`config.mk`:
```
export PLATFORM = sky130hd
export DESIGN_NAME = decode_in_feeder
export DESIGN_NICKNAME = d
export VERILOG_FILES = /design/src/rtl/decode_in_feeder_pkg.sv /design/src/rtl/decode_in_feeder_fifo.sv /design/src/rtl/decode_in_feeder.sv
export SDC_FILE = /design/constraint.sdc
export NUM_CORES = 1
export LEC_CHECK = 0
export ABC_AREA = 1
export BUFFER_PORTS_ARGS = -buffer_cell sky130_fd_sc_hd__buf_2
export CAP_MARGIN = 20
export CORE_MARGIN = 2
export CORE_UTILIZATION = 48
export DETAILED_ROUTE_END_ITERATION = 6
export GPL_ROUTABILITY_DRIVEN = 0
export HOLD_SLACK_MARGIN = 0.1
export PLACE_DENSITY = 0.66
export SKIP_CTS_REPAIR_TIMING = 1
export SLEW_MARGIN = 10
export SYNTH_ARGS = -nofsm -noshare
export SYNTH_HDL_FRONTEND = slang
export SYNTH_SLANG_ARGS = --single-unit
export TNS_END_PERCENT = 20
```
`constraint.sdc`:
```
create_clock -name clock -period 6.5 [get_ports clock]
set_clock_uncertainty 0.05 [all_clocks]
set_input_delay 1.95 -clock clock [delete_from_list [all_inputs] [get_ports clock]]
set_output_delay 1.95 -clock clock [all_outputs]
set_load 0.01 [all_outputs]
```
`src/rtl/decode_in_feeder_pkg.sv`:
```
// Shared types and defaults for the decode-stage instruction feeder.
package decode_in_feeder_pkg;

    localparam int DATA_W_DEF = 16;
    localparam int DEPTH_DEF  = 8;

    typedef struct packed {
        logic [DATA_W_DEF-1:0] instr;
        logic [DATA_W_DEF-1:0] npc;
    } feed_entry_t;

endpackage

```
`src/rtl/decode_in_feeder_fifo.sv`:
```
// Circular buffer of feed entries; full/empty are derived from the level counter.
module decode_in_feeder_fifo
    import decode_in_feeder_pkg::*;
#(
    parameter int  DEPTH   = DEPTH_DEF,
    parameter type entry_t = feed_entry_t,
    parameter int  CNT_W   = $clog2(DEPTH) + 1
) (
    input  logic             clock,
    input  logic             reset,
    input  logic             flush,
    input  logic             push_en,
    input  logic             pop_en,
    input  entry_t           push_data,
    output entry_t           head,
    output logic [CNT_W-1:0] level,
    output logic             push_ready,
    output logic             empty
);

    localparam int ADDR_W = $clog2(DEPTH);

    logic [ADDR_W-1:0] wr_ptr_q, wr_ptr_d;
    logic [ADDR_W-1:0] rd_ptr_q, rd_ptr_d;
    logic [CNT_W-1:0]  level_q, level_d;
    entry_t            mem_q [DEPTH];

    always_comb begin
        wr_ptr_d = wr_ptr_q;
        rd_ptr_d = rd_ptr_q;
        level_d  = level_q;
        if (flush) begin
            wr_ptr_d = '0;
            rd_ptr_d = '0;
            level_d  = '0;
        end else begin
            if (push_en) wr_ptr_d = wr_ptr_q + 1'b1;
            if (pop_en)  rd_ptr_d = rd_ptr_q + 1'b1;
            case ({push_en, pop_en})
                2'b10:   level_d = level_q + CNT_W'(1);
                2'b01:   level_d = level_q - CNT_W'(1);
                default: level_d = level_q;
            endcase
        end
    end

    always_ff @(posedge clock) begin
        if (reset) begin
            wr_ptr_q <= '0;
            rd_ptr_q <= '0;
            level_q  <= '0;
        end else begin
            wr_ptr_q <= wr_ptr_d;
            rd_ptr_q <= rd_ptr_d;
            level_q  <= level_d;
        end
    end

    // Storage needs no reset: stale slots are never read while level is zero.
    always_ff @(posedge clock) begin
        if (push_en && !flush && !reset) begin
            mem_q[wr_ptr_q] <= push_data;
        end
    end

    assign head       = mem_q[rd_ptr_q];
    assign level      = level_q;
    assign push_ready = (level_q != CNT_W'(DEPTH));
    assign empty      = (level_q == '0);

endmodule

```
`src/rtl/decode_in_feeder.sv`:
```
// Buffers instruction/NPC pairs and presents one per cycle to the decode stage,
// honouring stall, flush and an optional empty-queue bypass.
module decode_in_feeder
    import decode_in_feeder_pkg::*;
#(
    parameter int DATA_W = DATA_W_DEF,
    parameter int DEPTH  = DEPTH_DEF,
    parameter int BYPASS = 0,
    parameter int CNT_W  = $clog2(DEPTH) + 1
) (
    input  logic              clock,
    input  logic              reset,
    input  logic              push_valid,
    output logic              push_ready,
    input  logic [DATA_W-1:0] push_instr,
    input  logic [DATA_W-1:0] push_npc,
    input  logic              stall,
    input  logic              flush,
    output logic              enable_decode,
    output logic [DATA_W-1:0] dout,
    output logic [DATA_W-1:0] npc_in,
    output logic [CNT_W-1:0]  level,
    output logic              overflow
);

    typedef struct packed {
        logic [DATA_W-1:0] instr;
        logic [DATA_W-1:0] npc;
    } entry_t;

    localparam bit USE_BYPASS = (BYPASS != 0);

    entry_t            push_entry;
    entry_t            head;
    logic              fifo_empty;
    logic              accept;
    logic              advance;
    logic              bypass_take;
    logic              pop_en;
    logic              fifo_push;

    logic              enable_q, enable_d;
    logic [DATA_W-1:0] dout_q, dout_d;
    logic [DATA_W-1:0] npc_q, npc_d;
    logic              overflow_q, overflow_d;

    assign push_entry  = '{instr: push_instr, npc: push_npc};
    assign accept      = push_valid && push_ready && !flush;
    assign advance     = !stall && !flush;
    assign pop_en      = advance && !fifo_empty;
    assign bypass_take = USE_BYPASS && advance && fifo_empty && accept;
    assign fifo_push   = accept && !bypass_take;

    decode_in_feeder_fifo #(
        .DEPTH   (DEPTH),
        .entry_t (entry_t),
        .CNT_W   (CNT_W)
    ) u_fifo (
        .clock      (clock),
        .reset      (reset),
        .flush      (flush),
        .push_en    (fifo_push),
        .pop_en     (pop_en),
        .push_data  (push_entry),
        .head       (head),
        .level      (level),
        .push_ready (push_ready),
        .empty      (fifo_empty)
    );

    // Output stage: data words only change when a new entry is presented.
    always_comb begin
        enable_d   = enable_q;
        dout_d     = dout_q;
        npc_d      = npc_q;
        overflow_d = overflow_q | (push_valid && !push_ready && !flush);
        if (flush) begin
            enable_d = 1'b0;
        end else if (advance) begin
            if (pop_en) begin
                enable_d = 1'b1;
                dout_d   = head.instr;
                npc_d    = head.npc;
            end else if (bypass_take) begin
                enable_d = 1'b1;
                dout_d   = push_instr;
                npc_d    = push_npc;
            end else begin
                enable_d = 1'b0;
            end
        end
    end

    always_ff @(posedge clock) begin
        if (reset) begin
            enable_q   <= 1'b0;
            dout_q     <= '0;
            npc_q      <= '0;
            overflow_q <= 1'b0;
        end else begin
            enable_q   <= enable_d;
            dout_q     <= dout_d;
            npc_q      <= npc_d;
            overflow_q <= overflow_d;
        end
    end

    assign enable_decode = enable_q;
    assign dout          = dout_q;
    assign npc_in        = npc_q;
    assign overflow      = overflow_q;

endmodule
```
* Yosys cells after proc, flatten, opt, wreduce, memory -nomap -nowiden *
Memory sizes are Yosys's and may differ from the RTL's. A register that Yosys moved wholly into a read port is not among the register bits.
Cells that the tools add are included.

word-level totals
  bits in registers = 12
  memory bits (writable) = 256
  memories kept = 1

cells by class
  add/sub/neg operators = 4
  equality and inequality tests = 3
  muxes and demuxes = 4
  bitwise gates (word level) = 2
  reductions and logical operators = 17

memories
  memory        depth  width  rd ports  clocked after memory_dff  write ports  line                         text
  u_fifo.mem_q  8      32     1         1                         1            decode_in_feeder_fifo.sv:26  entry_t mem_q [DEPTH];

operator list
  operator                                                               count
  1-bit logical AND                                                      8
  4-bit case mux with 2 select lines                                     1
  3-bit by 1-bit adder with 3-bit output, second input constant          2
  1-bit zero test                                                        5
  4-bit by 1-bit adder with 4-bit output, second input constant          1
  4-bit zero test                                                        1
  4-bit != test, second input constant                                   1
  4-bit by 1-bit subtractor with 4-bit output, second input constant     1
  1-bit 2-to-1 mux                                                       3
  3-bit AND reduction                                                    1
  2-bit by 1-bit equality test with 1-bit output, second input constant  1
  2-bit equality test, second input constant                             1
  2-bit nonzero test                                                     1
  2-bit OR reduction                                                     1
  1-bit NOT                                                              1
  1-bit bitwise OR                                                       1

* Logic depth before layout (Yosys ltp) *
Gate-level depths: netlist of run 1.

  depth in word-level cells = 7
  gate-level depth with buffers = 16
  mapped depth without buffers = 14

* Hierarchy *
A second synthesis of run 1 with hierarchy kept.

unflattened totals
  cells, all modules = 1034
  area total of the unflattened synthesis = 12136.6 um2

by module, submodules not included
  module                 times used  cells an instance  area each (um2)  sequential area each (um2)
  decode_in_feeder_fifo  1           809                10603.9          7947.6
  decode_in_feeder       1           225                1532.7           680.7

* Least setup slack after synthesis of run 1 *
Ideal clock, no wire load.

  path kind = input-to-reg
  start = input port push_valid
  end = memory u_fifo.mem_q[4][0] in the netlist's numbering, enable pin
  setup time = 461 ps
  arrival time = 4712 ps
  path slack = 1277 ps
  stages = 5
  path buffers = 0
  cells stage by stage = inv_1 -> nor2_1 -> nand2_2 -> or2_1 -> nor3_1

between the ends
  word-level cells in the longest chain between the ends = 6

RTL lines
  item                                    line                         text
  start: declaration                      decode_in_feeder.sv:13       input logic push_valid,
  1-bit logical AND (2 in a row)          decode_in_feeder.sv:48       assign accept = push_valid && push_ready && !flush;
  1-bit logical AND (2 in a row)          decode_in_feeder_fifo.sv:61  if (push_en && !flush && !reset) begin
  1-bit 2-to-1 mux                        decode_in_feeder_fifo.sv:61
  1-bit 2-to-1 mux (implied by the code)  decode_in_feeder_fifo.sv:62  mem_q[wr_ptr_q] <= push_data;
  end: declaration                        decode_in_feeder_fifo.sv:26

No other way between the ends.

* Worst setup path in the final report of run 1 *
  start = input port reset
  end = memory u_fifo.mem_q[1][24] in the netlist's numbering, enable pin

between the ends
  word-level cells in the longest chain between the ends = 4

RTL lines
  item                                    line                         text
  start: declaration                      decode_in_feeder.sv:12       input logic reset,
  1-bit zero test                         decode_in_feeder_fifo.sv:61
  1-bit logical AND                       decode_in_feeder_fifo.sv:61
  1-bit 2-to-1 mux                        decode_in_feeder_fifo.sv:61
  1-bit 2-to-1 mux (implied by the code)  decode_in_feeder_fifo.sv:62

No other way between the ends.

==> impl_metrics.ini, run 1 <==
[logic_synthesis]
synth_area_per_cell_sq_um = 12.0
yosys.area.top_type = edfxtp_1
syn_inst = 991
ys.flop_type = edfxtp_1
ys_types = 27
yosysSeqAreaShare_pct = 72.1
synth_edf_count = 256
syn-num-nets = 1033
yosysWarnings = 0
synthArstFlopShare_pct = 0
synth.most_common_cell = edfxtp_1
synth_top_cell_area_share_pct = 64.7
synth_common_cells = edfxtp_1 (256), nor2_1 (160), o21ai_0 (110)
synth_area_sq_mm = 0.0119
ys_top_cells_by_area = edfxtp_1 (65%), dfxtp_1 (7.4%), nor2_1 (5.1%)
ys_ff_latch = 300

[timing]
finalHoldViolations = 0
achievable-frequency_mhz = 266
whs_ns = 0.424
drv_slew = 0
post-route-period-util_pct = 57.8
rsz0062_at_grt = false
period_needed_ns = 3.76
worst_slew_pin_slew_ns = 1.07
finalSetupViolCount = 0
slew_headroom_pct = 28.7
tns_ns = 0

[critical_path]
path_max_fanout = 36
cp_cell_sequence = buf_2 -> inv_2 -> nand3_1 -> nor2_4
arrival_ns = 3.88
crit_path_end_kind = flip-flop
critPathRequiredTime_ns = 6.62
r2r-start = u_fifo.rd_ptr_q[1]
critPathTopFamily = simple AND/OR/NAND/NOR gates
critical_path.slowest_cell = nor2_4
worstSetupStartpointType = input pin
critPathMaxStageDelay_ns = 0.90
crit_buf_inv = 2
crit_path_start = reset
critPathKind = in2reg

[status]
status = finished clean

[routing]
dr.pass1.iters = 5
drc_errors = 0
drtIter0Drc = 629
wirelength_mm = 24.4
antenna_left = 0
avgViaCountPerCell = 5.35
post_drt_wl_per_cell_um = 17.4
num_vias = 7505

[floorplan]
initial_utilization_pct = 48.9
core.rowCount = 57
io_pins = 76
dieArea_sq_mm = 0.0260
core_sq_mm = 0.0243
die_x_um = 161
die_y_um = 161

[grt]
gr-total-overflow = 0
grt_usage_pct = 18.7
grt_pass1_vias = 7209
antenna_found_initial = 2
grt_pass1_wl_mm = 38.6
grt_max_degree = 116

[clocking]
clk_path_buf_depth = 3
clock-sinks = 300
cts_made_buffers = 30
cts-root-buf = clkbuf_16
htreeDepth = 1
cts.clk_slew.worst_paths_ns = 0.06
clk_latency_ns = 0.55
tritoncts = done

[run]
drv_cap = 0

[cells_and_area]
drive_gt1_share_pct = 14.9
nets = 1096
area_delta_synth_final_pct = 16.1
stdcell_area_sq_mm = 0.0138

[place]
io_buffers = 75
dp_hpwl_mm = 12.8
postPlaceCellArea_sq_mm = 0.0124

[hold_path]
hp-class = reg2reg
hp-start = overflow

[power_and_ir_drop]
irDropWorstVdd_v = 0.000186
p_leak_uw = 0.00498
power.density_mw_per_mm2 = 309
[routing by layer]
metal | track usage [%] | vias up | wire length, um
met2 | 30.2 | 180 | 11400
met5 | 0 | - | 0
met1 | 26.4 | 3663 | 11300
met4 | 5.64 | 0 | 637
li1 | - | 3616 | -
met3 | 2.98 | 46 | 1150
[cell usage in the layout, fill, tap and decap left out, types with 30 or more instances in the layout]
cell type / count
edfxtp_1: 256
nor2_1: 154
o21ai_0: 110
nand2_1: 97
buf_2: 75
nand3_1: 73
inv_1: 69
o211ai_1: 54
dfxtp_1: 43
a21oi_1: 41
clkbuf_16: 30
[final timing paths]
check	to	slack, ns	cells after the start
min	overflow	0.42	1
max reg2reg	dout[7]	3.84	8
min reg2reg	overflow	0.42	1
max	u_fifo.mem_q[1][24]	2.74	4
[cell families (layout without fill, tap and decap cells)]
family	count (synthesis)	count (layout)	synth area share, %
other	0	2	0
adder cells (fa/ha/maj)	5	5	0.527
AND/OR/NAND/NOR	341	341	11.8
XOR/XNOR	3	3	0.221
AO/OA/AOI/OAI	210	210	10.0
flip-flops	300	300	72.1
buffers and inverters	132	219	5.35
[report_power, final]
part	total (uW)	internal (uW)	switching [uW]
combinational	136	45.8	90.3
sequential	2120	2110	12.7
clock	2010	1280	730
[state kept, by name, indices dropped and copies added (netlist names)]
signal	count
u_fifo.rd_ptr_q	3
enable_decode	1
u_fifo.wr_ptr_q	3
dout	16
u_fifo.mem_q	256
u_fifo.level	4
overflow	1
npc_in	16
[layout make-up]
cell class	count	area, sq um
Tap cell	324	405
Fill cell	1948	10500
Multi-Input combinational cell	559	2730
Clock inverter	22	385
Sequential cell	300	8570
Inverter	73	275
Timing Repair Buffer	90	626
Clock buffer	34	796
Antenna cell	2	5.00
[through the flow]
stage	power, uW	utilization, %	worst slack [ns]	instances
finish	4260	56.7	2.74	1404
global placement	2290	51.0	2.15	1338
detailed placement	2290	51.1	2.07	1339
global route	4380	56.7	2.55	1403
floorplan	2230	-	1.28	991
CTS	4290	56.0	2.62	1395
Note: power is estimated with default switching activity, not from simulation.
==> run 2, diff against run 1 <==
--- a/config.mk
+++ b/config.mk
@@ -5,7 +5,7 @@
 export SDC_FILE = /design/constraint.sdc
 export NUM_CORES = 1
 export LEC_CHECK = 0
-export ABC_AREA = 1
+export ABC_AREA = 0
 export BUFFER_PORTS_ARGS = -buffer_cell sky130_fd_sc_hd__buf_2
 export CAP_MARGIN = 20
 export CORE_MARGIN = 2
@@ -13,7 +13,7 @@
 export DETAILED_ROUTE_END_ITERATION = 6
 export GPL_ROUTABILITY_DRIVEN = 0
 export HOLD_SLACK_MARGIN = 0.1
-export PLACE_DENSITY = 0.66
+export PLACE_DENSITY = 0.67
 export SKIP_CTS_REPAIR_TIMING = 1
 export SLEW_MARGIN = 10
 export SYNTH_ARGS = -nofsm -noshare
==> constraint.sdc (replaced) <==
create_clock -name clock -period 3.7 [get_ports clock]
set_clock_uncertainty 0.05 [all_clocks]
set_input_delay 1.11 -clock clock [delete_from_list [all_inputs] [get_ports clock]]
set_output_delay 1.11 -clock clock [all_outputs]
set_load 0.01 [all_outputs]
==> run 2 against run 1 <==
Compared with the run above: critical path depth fell by 2; clock power rose by 61%; synthesized area fell by 4.9%; power rose by 66%; via count fell by 25%; largest cell class unchanged; count of clock-buffer cells in the layout rose by 7; sequential cell count did not move; sequential power rose by 75%; combinational power rose by 12%; routed wire length fell by 8.4%; hold slack improved by 0.019 ns.
==> impl_metrics.ini, run 2 <==
[status]
status = finished clean

[cells_and_area]
final_cell_mix = edfxtp_1 (256), buf_2 (75), mux4_2 (64)
nets = 706
insertedDiodeCount = 0
fill_cells = 1762
area_delta_synth_final_pct = 17.1
largest_register_ffs = 256
final_common_cell = edfxtp_1
regMostFlops = u_fifo.mem_q
multiInputGateArea_sq_mm = 0.00260
seqCellArea_sq_mm = 0.00857
drive_gt1_share_pct = 37.5

[clocking]
clock-sinks = 300
clk_path_buf_depth = 3
cts-root-buf = clkbuf_16
clk_latency_ns = 0.54
cts.clk_slew.worst_paths_ns = 0.06
htreeDepth = 1
cts_made_buffers = 30
tritoncts = done

[timing]
drv_slew = 0
tns_ns = 0
achievable-frequency_mhz = 335
rsz0062_at_grt = false
slew_headroom_pct = 51.1
period_needed_ns = 2.99
post-route-period-util_pct = 80.7
worst_slew_pin_slew_ns = 0.733
whs_ns = 0.443
finalHoldViolations = 0
finalSetupViolCount = 0

[routing]
num_vias = 5609
antenna_left = 0
dr.pass1.iters = 4
drc_errors = 0
drtIter0Drc = 345
avgViaCountPerCell = 5.57
wirelength_mm = 22.4
post_drt_wl_per_cell_um = 22.2

[floorplan]
die_y_um = 157
core_sq_mm = 0.0233
io_pins = 76
initial_utilization_pct = 48.5
dieArea_sq_mm = 0.0248
die_x_um = 157
core.rowCount = 56

[logic_synthesis]
synth_area_sq_mm = 0.0113
synth_edf_count = 256
yosysSeqAreaShare_pct = 75.9
synth.most_common_cell = edfxtp_1
synthXorXnorAreaFrac_pct = 0.543
synthArstFlopShare_pct = 0
yosysWarnings = 0
synthMuxAreaShare_pct = 12.9
synth_compound_area_share_pct = 2.30
ys_types = 36
synth_area_per_cell_sq_um = 20.1
synth_top_family_by_area = multiplexers
ys_ff_latch = 300
synth_common_cells = edfxtp_1 (256), mux4_2 (64), nor2_1 (47)
synth_top_cell_area_share_pct = 68.1
syn_inst = 563
synthAdderAreaFrac_pct = 0.554
yosys.area.top_type = edfxtp_1
synth_simple_gate_area_share_pct = 6.14
ys.flop_type = edfxtp_1
ys_top_cells_by_area = edfxtp_1 (68%), mux4_2 (13%), dfxtp_1 (7.8%)
syn-num-nets = 605

[place]
dp_hpwl_mm = 12.7
io_buffers = 75

[run]
drv_cap = 0

[critical_path]
crit_path_end_kind = output port
critical_path.slowest_cell = or4b_1
worstSetupStartpointType = flip-flop
critPathMaxStageDelay_ns = 0.68
arrival_ns = 1.83
critPathKind = reg2out
reg2reg_depth = 9
r2r_end = u_fifo.level[2]
ff2ff_setup_slack_ns = 0.91
critPathRequiredTime_ns = 2.54
r2r-start = u_fifo.level[1]
path_max_fanout = 10
critPathTopFamily = simple AND/OR/NAND/NOR gates
cp_cell_sequence = or4b_1 -> buf_2
crit_buf_inv = 1

[hold_path]
hp-class = reg2reg
hp-start = npc_in[7]
hold_depth = 2
hold-path-endpoint = npc_in[7]

[power_and_ir_drop]
power.density_mw_per_mm2 = 536
total_power_uw = 7090
p_leak_uw = 0.00436
irDropWorstVdd_v = 0.000353

[grt]
grt_usage_pct = 18.7
grt_max_degree = 35
grt_pass1_vias = 5916
grt_pass1_wl_mm = 34.7
gr-total-overflow = 0
antenna_found_initial = 2
[run 2: cell count changes after synthesis, moves of 54 or more]
cell,previous run,this run
o211ai_1,54,0
nand2_1,97,6
nor2_1,160,47
nand3_1,73,5
mux4_2,0,64
inv_1,70,1
o21ai_0,110,4
[run 2: cell type report]
class,instances,area share (%)
Inverter,2,0.0567
Timing Repair Buffer,100,4.35
Clock inverter,15,1.69
Tap cell,319,3.02
Sequential cell,300,64.8
Clock buffer,41,6.45
Multi-Input combinational cell,230,19.6
[run 2: cells by family (layout without fill, tap and decap cells)]
group | Yosys count | count (layout)
flops | 300 | 300
simple gates | 110 | 110
mux | 65 | 65
compound gates | 43 | 43
fa+ha+maj | 5 | 5
buf+inv | 33 | 158
xor+xnor | 7 | 7
[run 2: layer usage]
layer | GRT usage, % | wire length, um
met5 | 0 | 26
met2 | 31.4 | 11100
met3 | 3.33 | 1130
met1 | 25.7 | 9790
met4 | 4.33 | 366
[run 2: tightest hold or removal path: cells and delay by family (launching register included)]
family,cells,cell delay (ns)
DFF,1,0.32
and+or+nand+nor,2,0.13
[run 2: report_power, final]
| part | internal (uW) | total, uW | switching [uW] | leakage, uW |
|---|---|---|---|---|
| combinational | 53.0 | 152 | 99.4 | 0.00117 |
| sequential | 3690 | 3700 | 11.0 | 0.00266 |
| clock | 2020 | 3240 | 1220 | 0.000529 |
[run 2: stage by stage]
stage | util [%] | setup slack (ns) | std cells | cell area (sq um)
finish | 56.9 | 0.713 | 1007 | 13200
global route | 56.9 | 0.663 | 1007 | 13200
CTS | 56.9 | 0.710 | 1007 | 13200
detailed placement | 52.2 | 0.469 | 951 | 12200
global placement | 52.2 | 0.625 | 951 | 12200
floorplan | - | -0.643 | 563 | 11300
[run 2: worst max path at each step]
stage,start,end,slack (ns),cells past startpoint
detailed placement,flush,u_fifo.level[2],0.47,11
global placement,flush,u_fifo.level[2],0.62,11
global route,u_fifo.level[1],push_ready,0.66,2
CTS,u_fifo.level[1],push_ready,0.71,2
floorplan,push_valid,u_fifo.mem_q[1][0],-0.64,3
finish,u_fifo.level[1],push_ready,0.71,2
